--- src/rtl/pe_ctx_sequencer.sv ---
`timescale 1ns/1ps
// pe_ctx_sequencer
// Per-PE context sequencer for the CGRA array. Stores a small program of ALU
// contexts {last, br, tgt, opcode}, steps through it one context per cycle,
// stalls on loads until memory returns valid data, takes branches on the ALU
// condition flag and repeats the program iter_num times.
//
// Ports:
//   Clk, Reset        clock, asynchronous active-high reset
//   cfg_we_i/addr/data context write port (accepted only while idle)
//   start_i           start program (samples iter_num_i, 0 treated as 1)
//   abort_i           synchronous abort back to idle, no done pulse
//   alu_cond_i        ALU condition flag, used for branch decisions
//   data_req_valid_i  load data valid from memory
//   exec_en_o         global execute enable
//   alu_en_o          ALU enable
//   opcode_o          opcode of the presented context
//   data_req_o        load request
//   busy_o            program running
//   done_o            one-cycle completion pulse
//   pc_o              current context index
module pe_ctx_sequencer #(
  parameter  int NCTX = 16,
  localparam int AW   = $clog2(NCTX),
  localparam int CW   = AW + 7
) (
  input  logic          Clk,
  input  logic          Reset,
  input  logic          cfg_we_i,
  input  logic [AW-1:0] cfg_addr_i,
  input  logic [CW-1:0] cfg_data_i,
  input  logic          start_i,
  input  logic          abort_i,
  input  logic [7:0]    iter_num_i,
  input  logic          alu_cond_i,
  input  logic          data_req_valid_i,
  output logic          exec_en_o,
  output logic          alu_en_o,
  output logic [4:0]    opcode_o,
  output logic          data_req_o,
  output logic          busy_o,
  output logic          done_o,
  output logic [AW-1:0] pc_o
);

  localparam logic [4:0] OP_LOAD = 5'b00111;

  typedef enum logic [1:0] {
    S_IDLE,
    S_RUN,
    S_WAIT_LD,
    S_DONE
  } state_t;

  state_t        state_q, state_d;
  logic [AW-1:0] pc_q, pc_d;
  logic [7:0]    iter_q, iter_d;
  logic [7:0]    iter_num_q, iter_num_d;

  logic [CW-1:0] ctx_mem [NCTX];

  // Decoded fields of the context at the current pc
  logic [CW-1:0] cur;
  logic [4:0]    cur_op;
  logic [AW-1:0] cur_tgt;
  logic          cur_br;
  logic          cur_last;
  logic          cur_load;
  logic          complete;

  assign cur      = ctx_mem[pc_q];
  assign cur_op   = cur[4:0];
  assign cur_tgt  = cur[AW+4:5];
  assign cur_br   = cur[AW+5];
  assign cur_last = cur[AW+6];
  assign cur_load = (cur_op == OP_LOAD);

  assign pc_o = pc_q;

  // Context memory; writes are locked out once a program is running
  always_ff @(posedge Clk or posedge Reset) begin
    if (Reset) begin
      for (int unsigned i = 0; i < NCTX; i++) begin
        ctx_mem[i] <= '0;
      end
    end else if (cfg_we_i && state_q == S_IDLE) begin
      ctx_mem[cfg_addr_i] <= cfg_data_i;
    end
  end

  always_ff @(posedge Clk or posedge Reset) begin
    if (Reset) begin
      state_q    <= S_IDLE;
      pc_q       <= '0;
      iter_q     <= '0;
      iter_num_q <= 8'd1;
    end else begin
      state_q    <= state_d;
      pc_q       <= pc_d;
      iter_q     <= iter_d;
      iter_num_q <= iter_num_d;
    end
  end

  always_comb begin
    state_d    = state_q;
    pc_d       = pc_q;
    iter_d     = iter_q;
    iter_num_d = iter_num_q;
    exec_en_o  = 1'b0;
    alu_en_o   = 1'b0;
    opcode_o   = '0;
    data_req_o = 1'b0;
    busy_o     = 1'b0;
    done_o     = 1'b0;
    complete   = 1'b0;

    case (state_q)
      S_IDLE: begin
        if (start_i) begin
          iter_num_d = (iter_num_i == 8'd0) ? 8'd1 : iter_num_i;
          pc_d       = '0;
          iter_d     = '0;
          state_d    = S_RUN;
        end
      end

      // RUN and WAIT_LD share the output and completion logic: a held load
      // context in WAIT_LD looks exactly like a load presented in RUN.
      S_RUN, S_WAIT_LD: begin
        exec_en_o  = 1'b1;
        alu_en_o   = 1'b1;
        busy_o     = 1'b1;
        opcode_o   = cur_op;
        data_req_o = cur_load;
        complete   = !cur_load || data_req_valid_i;
        if (abort_i) begin
          state_d = S_IDLE;
        end else if (!complete) begin
          state_d = S_WAIT_LD;
        end else if (cur_br && alu_cond_i) begin
          pc_d    = cur_tgt;
          state_d = S_RUN;
        end else if (cur_last && (iter_q < iter_num_q - 8'd1)) begin
          pc_d    = '0;
          iter_d  = iter_q + 8'd1;
          state_d = S_RUN;
        end else if (cur_last) begin
          state_d = S_DONE;
        end else begin
          pc_d    = pc_q + AW'(1);
          state_d = S_RUN;
        end
      end

      S_DONE: begin
        done_o  = 1'b1;
        state_d = S_IDLE;
      end

      default: state_d = S_IDLE;
    endcase
  end

endmodule

--- config.mk ---
export PLATFORM = sky130hd
export DESIGN_NAME = pe_ctx_sequencer
export DESIGN_NICKNAME = d
export VERILOG_FILES = /design/src/rtl/pe_ctx_sequencer.sv
export SDC_FILE = /design/constraint.sdc
export NUM_CORES = 1
export LEC_CHECK = 0
export ABC_AREA = 1
export ABC_CLOCK_PERIOD_IN_PS = 6600
export BUFFER_PORTS_ARGS = -buffer_cell sky130_fd_sc_hd__buf_4
export CORE_UTILIZATION = 33
export CTS_BUF_LIST = sky130_fd_sc_hd__clkbuf_8
export DETAILED_ROUTE_END_ITERATION = 6
export GPL_ROUTABILITY_DRIVEN = 1
export HOLD_SLACK_MARGIN = 0.12
export SETUP_SLACK_MARGIN = 0.3
export SLEW_MARGIN = 10
export SYNTH_ARGS = -nofsm -noshare
export SYNTH_HDL_FRONTEND = slang
export SYNTH_SLANG_ARGS = --single-unit
--- constraint.sdc ---
create_clock -name Clk -period 6.6 [get_ports Clk]
set_clock_uncertainty 0.15 [all_clocks]
set_input_delay 1.65 -clock Clk [delete_from_list [all_inputs] [get_ports Clk]]
set_output_delay 1.65 -clock Clk [all_outputs]
set_load 0.02 [all_outputs]
# ---- After elaboration in Yosys (flattened, before gate mapping)
# Cells that the tools add are included.
dict set report totals {
  input_bits 30
  reg_bits 198
  wordCells 83
}
dict set report op_classes {
  order_cmp 4
  mux 31
  n_bitwise 2
  eq_ne 10
  reduce_logical 13
  addsub 3
}
# operator count
set op_table {}
lappend op_table {{176-bit bitwise mux} 1}
lappend op_table {{8-bit two-way mux} 6}
lappend op_table {{11-bit binary-select mux with 4-bit select} 1}
lappend op_table {{11-bit demux with 4-bit select} 1}
lappend op_table {{11-bit two-way mux} 3}
lappend op_table {{4-bit two-way mux} 6}
lappend op_table {{8-bit case mux with 2 select lines} 1}
lappend op_table {{2-bit two-way mux} 6}
lappend op_table {{5-bit greater-or-equal comparator (second input constant)} 2}
lappend op_table {{2-bit inequality test (second input constant)} 5}
lappend op_table {{4-bit NOT with 5-bit output} 2}
lappend op_table {{8-bit by 1-bit adder with 8-bit output (second input constant)} 1}
lappend op_table {{8-bit logical NOT} 1}
lappend op_table {{8-bit less-than comparator} 1}
lappend op_table {{4-bit case mux with 2 select lines} 1}
lappend op_table {{8-bit by 1-bit subtractor with 8-bit output (second input constant)} 1}
lappend op_table {{2-bit case mux with 3 select lines} 1}
lappend op_table {{6-bit AND reduction} 1}
lappend op_table {{5-bit by 3-bit equality test with 1-bit output (second input constant)} 1}
lappend op_table {{5-bit by 1-bit less-than comparator with 1-bit output (second input constant)} 1}
lappend op_table {{5-bit two-way mux} 1}
lappend op_table {{5-bit AND reduction} 1}
lappend op_table {{4-bit by 1-bit adder with 4-bit output (second input constant)} 1}
lappend op_table {{2-bit equality test (second input constant)} 2}
lappend op_table {{10 further kinds} 15}

# ---- Logic depth before layout (Yosys ltp)
dict set report logic_depth {
  ltp_word 10
  depth_mapped 17
  depth_no_buf 17
}

# ---- Least setup slack after synthesis
# Ideal clock, no wire load.
dict set report synth_path {
  kind {flip-flop to output port}
  startpoint {register state_q[1]}
  endpoint {output data_req_o}
  path_buffers 2
  stages_incl_launch_ff 7
  required_time_ns 4.800
  slack_ns 2.910
  t_arrival_ns 1.890
  cell_sequence {dfrtp_1 > inv_1 > ha_1 > buf_2 > inv_1 > clkbuf_1 > nor3_1}
}
dict set report synth_between {
  elab_chain_len 3
  elab_cells_between_ends 4
  cone_classes {2 x eq/ne; 1 x mux; 1 x reduce/logical}
}
# element line
set synth_lines {}
lappend synth_lines {{from (decl)} 55} ;# state_t state_q, state_d;
lappend synth_lines {{from (signal assigned)} 98} ;# state_q <= state_d;
lappend synth_lines {{2-bit by 1-bit equality test with 1-bit output / 2-bit equality test (equally long branches)} 118} ;# case (state_q)
lappend synth_lines {{2-bit OR reduction (*)} 118}
lappend synth_lines {{1-bit two-way mux (*)} 118}
lappend synth_lines {{to (decl)} 40} ;# output logic data_req_o,
# Mark *: on every way between the ends. The rest lies on a longest branch, timed or not.

# ---- Worst setup path in the final report
dict set report layout_path {
  startpoint {register pc_q[0], in the netlist pc_o[0]}
  endpoint {output data_req_o}
}
dict set report layout_between {
  elab_chain_len 6
}
# element line
set layout_lines {}
lappend layout_lines {{from (decl)} 56} ;# logic [AW-1:0] pc_q, pc_d;
lappend layout_lines {{from (signal assigned)} 99} ;# pc_q <= pc_d;
lappend layout_lines {{4-bit NOT with 5-bit output (implied by the code)} 71} ;# assign cur = ctx_mem[pc_q];
lappend layout_lines {{11-bit binary-select mux with 4-bit select} 71}
lappend layout_lines {{11-bit two-way mux (implied by the code) (2 in a row)} 71}
lappend layout_lines {{5-bit by 3-bit equality test with 1-bit output} 76} ;# assign cur_load = (cur_op == OP_LOAD);
lappend layout_lines {{1-bit two-way mux} 118}
# No other way between the ends. The select of a mux whose other input is x is not followed.

==> results_dict.tcl <==
set metrics [dict create \
    status "completed" \
    io_pins 44 \
    p_int_mw 2.63 \
    cts_buffers 17 \
    p_total_mw 4.57 \
    max_slew.worst_pin.slew_ns 1.08 \
    grt_usage 0.172 \
    yosysTopAreaCell "dfrtp_1" \
    slew_headroom 0.279 \
    synth_top_area_share 0.498 \
    path_class "reg2out" \
    worst_path_max_delay_cell "dfrtp_4" \
    rows 63 \
    area_growth_pct 8.79 \
    p_seq_frac 0.436 \
    grt_antenna_before_repair 0 \
    cpLargestDelayFamily "buffers and inverters" \
    power_switching_mw 1.94 \
    netlist_area_um2 9900 \
    max_freq_mhz 199 \
    post_cts_buffers 0 \
    cts_resized 0 \
    cts_tree "built" \
    cap_violations 0 \
    p_comb_frac 0.393 \
    grt-ovfl-total 0 \
    worst_slack_ns 1.58 \
    drcViolationCount 0 \
    start_util 0.335 \
    ys_warn_count 0 \
    yosysUniqueCellTypes 33 \
    place_ws_ns 2.11 \
    clkTransAtPathRegs_ns 0.11 \
    swShare 0.425 \
    chipHeight_um 175 \
    worstPathArrival_ns 3.22 \
    period_share 0.761 \
    cts_buffer_depth 2 \
    via_count 8023 \
    synth_nets 1331 \
    wl_per_cell_um 15.0 \
    clkLatencyLatePin_ns 0.50 \
    dieArea_um2 30700 \
    yosys-top-cells-count "nand2_1 (460), dfrtp_1 (197), o21ai_0 (188), nand3_1 (130), inv_1 (86)" \
    rsz0062_at_grt "false" \
    p_leak_nw 5.22 \
    port_buffers 43 \
    period_minus_slack_ns 5.02 \
    vias_per_cell 4.79 \
    critPathRequiredTime_ns 4.80 \
    yosysSeqAreaShare 0.501 \
    cts_num_sinks 198 \
    gp_congestion 0.818 \
    crit_buf_inv 3 \
    hold_viol 0 \
    maxSlewViolCount 0 \
    crit_chain "inv_2 -> buf_4 -> nand2_1 -> nand2_1 -> nand2_1 -> nand3_1 -> nand3_1 -> nand2_1 -> nand3_2 -> nor3_1 -> buf_4" \
    power_frac_clock 0.172 \
    grt_pass1_vias 7571 \
    first_pass_iters 5 \
    ys_seq_elements 198 \
    hpwlAfterDp_um 15600 \
    peakVddDrop_v 0.000146 \
    cts-hold-fix-buffers 0 \
    antenna_left 0 \
    layout-drive-gt1-share 0.0816 \
    crit_fanout 38 \
    wirelength_um 25200 \
    grt_first_pass_wirelength_um 41600 \
    layout.nets 1316 \
    startpoint_type "register" \
    cts-root-buf "clkbuf_8" \
    crit_top_cell "nand2_1" \
    fp.coreArea_um2 29600 \
    synth_area_per_cell_um2 7.68 \
    final_core_util 0.364 \
    yosysMostFrequentCell "nand2_1" \
    drtIter0Drc 700 \
    syn_inst 1288 \
    power_density_nw_per_um2 424 \
    slowest_delay_ns 0.67 \
    final-setup-viol-count 0 \
    fp.dieW_um 175 \
    cts_max_level 4 \
    synth_ff_type "dfrtp_1" \
    synth_area_leaders "dfrtp_1 (50%), nand2_1 (17%), o21ai_0 (9.5%)" \
    tns_ns 0 \
    grt_max_degree 138 \
    async_flop_share 1.00 \
    hp-class "reg2reg" \
    synth_edf_count 0 \
    cp-end-kind "output port" \
    antenna_cells 0 \
]
## flip-flops by register name (all words and copies together), names as in the netlist
name,flops
iter_q,8
iter_num_q,8
ctx_mem,176
pc_o,4
state_q,2
## power by group through the flow
| stage | Clock [mW] | Combinational (mW) | Sequential, mW |
|---|---|---|---|
| after floorplan | 0 | 1.44 | 1.93 |
| after global placement | 0 | 1.77 | 2.01 |
| after detailed placement | 0 | 1.81 | 2.01 |
| after CTS | 0.807 | 1.81 | 1.99 |
| after global routing | 0.852 | 2.07 | 2.05 |
| final | 0.784 | 1.79 | 1.99 |
## worst min-delay path, stage by stage (launching register included)
cell and delay [ns]:
dfrtp_1 0.35, nand2_1 0.05, o21ai_0 0.06
## metal layers
layer  track usage  routed length, µm  up-vias
met5             0                  0        -
met3        0.0226                935       17
met2         0.282              12000      154
li1              -                  -     4108
met4        0.0514                359        0
met1         0.238              11900     3744
## layout make-up
cell class	count	area (µm²)
Multi-Input combinational cell	914	4180
Tap cell	390	488
Inverter	90	342
Clock buffer	17	234
Sequential cell	198	4960
Fill cell	3089	18800
Clock inverter	15	163
Timing Repair Buffer	52	403
## cell families after synthesis
| group | synth area share |
|---|---|
| AND/OR/NAND/NOR | 0.286 |
| AO/OA/AOI/OAI | 0.109 |
| flip-flops | 0.501 |
| buffers and inverters | 0.0772 |
| adder cells (fa/ha/maj) | 0.0164 |
| XOR/XNOR | 0.00708 |
| multiplexers | 0.00341 |
## layout by cell type (no fill, tap or decap), types with 3 or more instances in the layout
cell type	instances
xnor2_1	4
dfrtp_1	195
clkbuf_8	17
inv_1	86
nand3_1	130
nor3_1	11
ha_1	13
clkinv_8	4
inv_2	3
nand2_2	3
nand2_1	460
inv_6	4
xor2_1	4
mux2_2	3
nor2_1	48
and3_1	3
nand4_1	13
buf_4	51
a21oi_1	13
inv_8	3
o21ai_0	188
o21ai_1	7
## path summary, 6_finish.rpt
kind | start | end | slack [ns] | cells after the start
min in group asynchronous | Reset | ctx_mem[156] | 1.12 | 3
min | ctx_mem[0] | ctx_mem[0] | 0.34 | 2
max reg2reg | pc_o[0] | iter_q[5] | 3.22 | 13
min reg2reg | ctx_mem[0] | ctx_mem[0] | 0.34 | 2
max in group asynchronous | Reset | iter_q[1] | 4.46 | 3
max | pc_o[0] | data_req_o | 1.58 | 11
## stage by stage
stage          hold slack, ns  instances  cell area [µm²]
4_1_cts                 0.346       1676            10800
5_1_grt                 0.369       1676            10800
3_5_place_dp            0.320       1644            10400
3_3_place_gp            0.312       1644            10400
6_report                0.342       1676            10800
2_1_floorplan           0.295       1288             9900
Power figures use the tool's default switching activity.
